`src/rtl/irq_pkg.sv`:
```
// Shared types and constants for the interrupt controller.
// Latency: n/a (package only).
// Backpressure: n/a (package only).
package irq_pkg;

  // Controller FSM states
  typedef enum logic [1:0] {
    IDLE    = 2'd0,
    REQUEST = 2'd1,
    SERVICE = 2'd2
  } irq_state_t;

  // 2-bit interrupt cause; value also indexes the vector table
  typedef logic [1:0] irq_cause_t;

  localparam irq_cause_t CAUSE_EXCEPT  = 2'd0;
  localparam irq_cause_t CAUSE_SYSCALL = 2'd1;
  localparam irq_cause_t CAUSE_TIMER   = 2'd2;
  localparam irq_cause_t CAUSE_PORT    = 2'd3;

  // Distance in program words between consecutive vector entries
  localparam int VEC_STRIDE = 4;

  // Fixed priority: lowest index (except) wins
  function automatic irq_cause_t pick_cause(input logic [3:0] elig);
    irq_cause_t c;
    c = CAUSE_PORT;
    if (elig[2]) c = CAUSE_TIMER;
    if (elig[1]) c = CAUSE_SYSCALL;
    if (elig[0]) c = CAUSE_EXCEPT;
    return c;
  endfunction

  // Vector entry address, wrapping modulo 1024
  function automatic logic [9:0] vec_addr(input logic [9:0] base, input irq_cause_t c);
    return base + (10'(c) * 10'(VEC_STRIDE));
  endfunction

endpackage

```
`src/rtl/irq_pending_bit.sv`:
```
// Edge detector plus sticky pending flag for one interrupt source.
// Latency: line rising at edge k sets pending after edge k.
// Backpressure: none; a set in the same cycle as a clear wins.
module irq_pending_bit (
  input  logic clk,
  input  logic reset,
  input  logic line,
  input  logic extra_evt,
  input  logic clr,
  output logic pending
);

  logic prev;
  logic evt;

  assign evt = (line & ~prev) | extra_evt;

  // Track previous sample; set has priority over clear
  always_ff @(posedge clk) begin
    if (reset) begin
      prev    <= 1'b0;
      pending <= 1'b0;
    end else begin
      prev <= line;
      if (evt)      pending <= 1'b1;
      else if (clr) pending <= 1'b0;
    end
  end

endmodule

```
`src/rtl/irq_controller.sv`:
```
// Four-source prioritised interrupt controller with vector output (optional internal timer: IRQ_TIMER_EN).
// Latency: request line edge at edge k -> s_interruption high after edge k+1.
// Backpressure: request held until s_ack; no nesting, new events stay pending until s_finished.
module irq_controller
  import irq_pkg::*;
#(
  parameter logic [9:0]  VEC_BASE     = 10'h3F0,
  parameter logic [15:0] TIMER_PERIOD = 16'd1000
) (
  input  logic       clk,
  input  logic       reset,
  input  logic       i_except,
  input  logic       i_syscall,
  input  logic       i_timer,
  input  logic       i_port,
  input  logic       s_ack,
  input  logic       s_finished,
  input  logic       s_we_mask,
  input  logic [2:0] mask_in,
  output logic [9:0] dir_from_exception,
  output logic       s_interruption,
  output logic [1:0] irq_cause,
  output logic       irq_active
);

  irq_state_t state_q, state_d;
  irq_cause_t cause_q, cause_d;
  logic [2:0] mask_q;
  logic [3:0] lines;
  logic [3:0] extra_evt;
  logic [3:0] clr;
  logic [3:0] pending;
  logic [3:0] eligible;
  logic       timer_tick;

`ifdef IRQ_TIMER_EN
  logic [15:0] tmr_cnt;

  assign timer_tick = (tmr_cnt == (TIMER_PERIOD - 16'd1));

  // Free-running period counter; tick on the wrap cycle
  always_ff @(posedge clk) begin
    if (reset)           tmr_cnt <= 16'd0;
    else if (timer_tick) tmr_cnt <= 16'd0;
    else                 tmr_cnt <= tmr_cnt + 16'd1;
  end
`else
  logic unused_timer_period;
  assign unused_timer_period = ^TIMER_PERIOD;
  assign timer_tick = 1'b0;
`endif

  // Index order matches cause encoding: except, syscall, timer, port
  assign lines     = {i_port, i_timer, i_syscall, i_except};
  assign extra_evt = {1'b0, timer_tick, 2'b00};
  // Except is always eligible; mask covers {port, timer, syscall}
  assign eligible  = pending & {mask_q, 1'b1};

  for (genvar i = 0; i < 4; i++) begin : g_src
    irq_pending_bit u_bit (
      .clk       (clk),
      .reset     (reset),
      .line      (lines[i]),
      .extra_evt (extra_evt[i]),
      .clr       (clr[i]),
      .pending   (pending[i])
    );
  end

  // Clear only the source being acknowledged
  always_comb begin
    clr = 4'b0000;
    if (state_q == REQUEST && s_ack) clr[cause_q] = 1'b1;
  end

  // Next-state and cause latch decisions
  always_comb begin
    state_d = state_q;
    cause_d = cause_q;
    case (state_q)
      IDLE: begin
        if (|eligible) begin
          state_d = REQUEST;
          cause_d = pick_cause(eligible);
        end
      end
      REQUEST: if (s_ack)      state_d = SERVICE;
      SERVICE: if (s_finished) state_d = IDLE;
      default: state_d = IDLE;
    endcase
  end

  // State, cause and mask registers
  always_ff @(posedge clk) begin
    if (reset) begin
      state_q <= IDLE;
      cause_q <= CAUSE_EXCEPT;
      mask_q  <= 3'b111;
    end else begin
      state_q <= state_d;
      cause_q <= cause_d;
      if (s_we_mask) mask_q <= mask_in;
    end
  end

  assign s_interruption     = (state_q == REQUEST);
  assign irq_active         = (state_q == SERVICE);
  assign irq_cause          = cause_q;
  assign dir_from_exception = (state_q == REQUEST) ? vec_addr(VEC_BASE, cause_q) : 10'd0;

endmodule

```
`config.mk`:
```
export PLATFORM = sky130hd
export DESIGN_NAME = irq_controller
export DESIGN_NICKNAME = d
export VERILOG_FILES = /design/src/rtl/irq_pkg.sv /design/src/rtl/irq_pending_bit.sv /design/src/rtl/irq_controller.sv
export SDC_FILE = /design/constraint.sdc
export NUM_CORES = 1
export LEC_CHECK = 0
export CAP_MARGIN = 20
export CORE_AREA = 5 5 47 49
export DETAILED_ROUTE_END_ITERATION = 10
export DIE_AREA = 0 0 52 54
export PLACE_DENSITY = 0.69
export SYNTH_ARGS = -nofsm -noshare
export SYNTH_HDL_FRONTEND = slang
export SYNTH_SLANG_ARGS = --single-unit
```
`constraint.sdc`:
```
create_clock -name clk -period 1.6 [get_ports clk]
set_input_delay 0.48 -clock clk [delete_from_list [all_inputs] [get_ports clk]]
set_output_delay 0.48 -clock clk [all_outputs]
set_load 0.02 [all_outputs]
```
==> summary.txt, run 1 <==
outcome -> complete, but fails checks
violated checks -> negative setup slack
origin of the worst setup path -> state_q[1]
Worst Path Arrival -> 1.12 ns
pwr/cell area -> 999 mW/mm2
post-DP HPWL -> 1.08 mm
setup ws final -> -0.000954 ns
Congestion Overflow GR -> 0
flop2flop setup slack -> 0.37 ns
peak supply drop -> 0.000446 V
Unique masters post-synth -> 23
warnings from Yosys -> 0
max_cap viols -> 0
sequential area share after synthesis -> 45.7%
nets@finish -> 111
gpl congestion -> 0.736
Placed Area -> 921 um2
clk buf depth -> 2
Tot Pwr -> 969 uW
drt total wl -> 1.35 mm
Finished Layout Cells -> 125
clk_lat worst skew -> 0.28 ns
antenna violations before repair -> 0
Root Driver -> clkbuf_4
number of port buffers -> 23
maximum net fanout on the critical path -> 7
Cells after Synth -> 70
synthesized flop and latch total -> 15
die area -> 0.00281 mm2
CP endpoint kind -> primary output
crit-path cells -> and2b_2, buf_6, buf_6
Critical-path top delay cell -> dfxtp_2
Slew Viols, Final -> 0
Setup crit start kind -> flip-flop
layout cell share with drive strength beyond 1 -> 28.6%
commonest non-fill, non-tap cell in the layout -> dfxtp_1
CTS tree -> built
DRT Pass-1 Iters -> 3
number of global-route vias before repair -> 531
wire length per cell -> 10.8 um
antenna cell count -> 0
Area Overhead vs Synth -> 47.6%
most frequent cells in the layout -> 14 x dfxtp_1, 11 x clkdlybuf4s50_1, 10 x buf_6, 8 x buf_4
data required time of the worst path -> 1.12 ns
Final Skew -> 0.00102 ns
final period utilization -> 100%
cell area after synthesis -> 657 um2
Die W -> 52 um
via count -> 550
# placed instances -> 120
fin crit period -> 1.60 ns
Initial Util -> 36.1%
Inserted Clock Buffers -> 3
drt drc -> 0
post-route cell area -> 970 um2
Hold Vio Cnt, Final -> 0
Total GRT Usage -> 11.0%
Worst-path clk slew -> 0.09 ns
Avg Cell Area, Syn -> 9.38 um2
Worst Hold Class -> reg2reg
Rows -> 16
first-pass GRT wire length -> 2.21 mm
Reg2Reg Depth -> 4
Leakage -> 0.000432 uW
Iteration-0 DRC Markers -> 2
I/O pin count -> 26
crit-path most repeated cell -> buf_6
FILL cells -> 178
Placement Setup Slack -> -0.168 ns
chip height -> 54 um
crit path kind -> reg2out
Routed Antenna Nets -> 0
clk sinks -> 15
largest net degree at the start of global routing -> 9
hold path startpoint -> g_src[3].u_bit.pending
capturing point of the worst reg2reg path -> state_q[0]
Final Util -> 53.2%
Slowest Stage Delay on Critical Path -> 0.33 ns
CP endpoint -> dir_from_exception[5]
Core Region -> 0.00182 mm2
via/cell ratio -> 4.40
H-tree levels -> 1
fmax -> 625 MHz
RSZ-0062 raised after global routing -> yes
R2R Path Start -> state_q[1]
final setup fails -> 7
==> timing repair <==
item	4_1_cts	5_1_grt
hold buffers	0	0
gates resized for setup	58	7
endpoints found under the setup margin	12	9
setup buffers	1	0
pin swaps	1	1
==> area by class of cell <==
type                    count  area, um2  area share [%]
clock buffers               4       26.3            2.71
inverters                   2       7.51           0.774
multi-input cells          45        295            30.5
flip-flops and latches     15        302            31.1
well taps                  27       33.8            3.48
repair buffers             32        305            31.5
==> layer usage <==
| metal | track usage [%] | up-vias | share of wire, % |
|---|---|---|---|
| met3 | 3.32 | 4 | 6.4 |
| met4 | 10.0 | 0 | 2.9 |
| li1 | - | 287 | - |
| met2 | 17.6 | 18 | 49 |
| met5 | 0 | - | 0 |
| met1 | 11.6 | 241 | 42 |
==> logic make-up after synthesis <==
logic type | synth area share (%)
and+or+nand+nor | 20.6
AOI/OAI and AO/OA | 16.2
DFF | 45.7
buffers and inverters | 10.9
muxes | 6.10
other | 0.571
==> registers in the layout (all words and copies together) (netlist names) <==
name,count
g_src.u_bit.pending,4
g_src.u_bit.prev,4
irq_cause,2
mask_q,3
state_q,2
==> worst min path at each step <==
stage,endpoint,slack [ns],cells after the start
after detailed placement,g_src[3].u_bit.pending,0.47,2
final,g_src[3].u_bit.pending,0.48,2
after global placement,mask_q[2],0.47,2
after CTS,g_src[3].u_bit.pending,0.49,2
after global routing,g_src[3].u_bit.pending,0.50,2
after floorplan,mask_q[2],0.44,2
==> cells in the mapped netlist <==
cell | instances | area [um2]
buf_4 | 8 | 60.1
nand3b_1 | 1 | 7.51
nand4b_1 | 1 | 8.76
inv_1 | 2 | 7.51
o221a_2 | 1 | 11.3
nand2b_1 | 5 | 31.3
nor2_1 | 2 | 7.51
a22oi_1 | 1 | 7.51
o31ai_1 | 2 | 15.0
and2b_1 | 1 | 7.51
conb_1 | 1 | 3.75
a221oi_2 | 1 | 15.0
mux2i_1 | 4 | 40.0
clkbuf_1 | 1 | 3.75
and2_1 | 2 | 12.5
o21ai_0 | 2 | 10.0
a311o_1 | 1 | 10.0
a21o_1 | 1 | 7.51
nand2_1 | 6 | 22.5
a21oi_1 | 6 | 30.0
nor2b_1 | 5 | 31.3
dfxtp_1 | 15 | 300
or2_1 | 1 | 6.26
==> metrics by stage <==
step | hold slack [ns] | setup TNS [ns]
after floorplan | 0.441 | 0
after global placement | 0.471 | -1.10
after detailed placement | 0.473 | -1.50
after CTS | 0.486 | -0.162
after global routing | 0.501 | -0.373
final | 0.484 | -0.00397
==> power by group <==
group	internal, uW	switching (uW)
clock network	96.8	122
registers	405	17.9
logic	174	153
==> worst max-delay path: cells and delay by family, from the launching register on <==
kind                   cells  cell delay, ns
AND/OR/NAND/NOR            1            0.24
buffers and inverters      2            0.27
flip-flops                 1            0.33
No activity file was read; power rests on OpenSTA's default activity.
==> run 2, diff against run 1 <==
--- a/config.mk
+++ b/config.mk
@@ -7,6 +7,7 @@
 export LEC_CHECK = 0
 export CAP_MARGIN = 20
 export CORE_AREA = 5 5 47 49
+export CTS_CLUSTER_SIZE = 10
 export DETAILED_ROUTE_END_ITERATION = 10
 export DIE_AREA = 0 0 52 54
 export PLACE_DENSITY = 0.69
==> results of run 2 <==
The final DEF is identical to that of run 1; final timing and power are the same.
==> run 3, diff against run 2 <==
--- a/config.mk
+++ b/config.mk
@@ -7,6 +7,7 @@
 export LEC_CHECK = 0
 export CAP_MARGIN = 20
 export CORE_AREA = 5 5 47 49
+export CTS_CLUSTER_DIAMETER = 30
 export CTS_CLUSTER_SIZE = 10
 export DETAILED_ROUTE_END_ITERATION = 10
 export DIE_AREA = 0 0 52 54
==> results of run 3 <==
The final DEF is identical to that of run 1; final timing and power are the same.
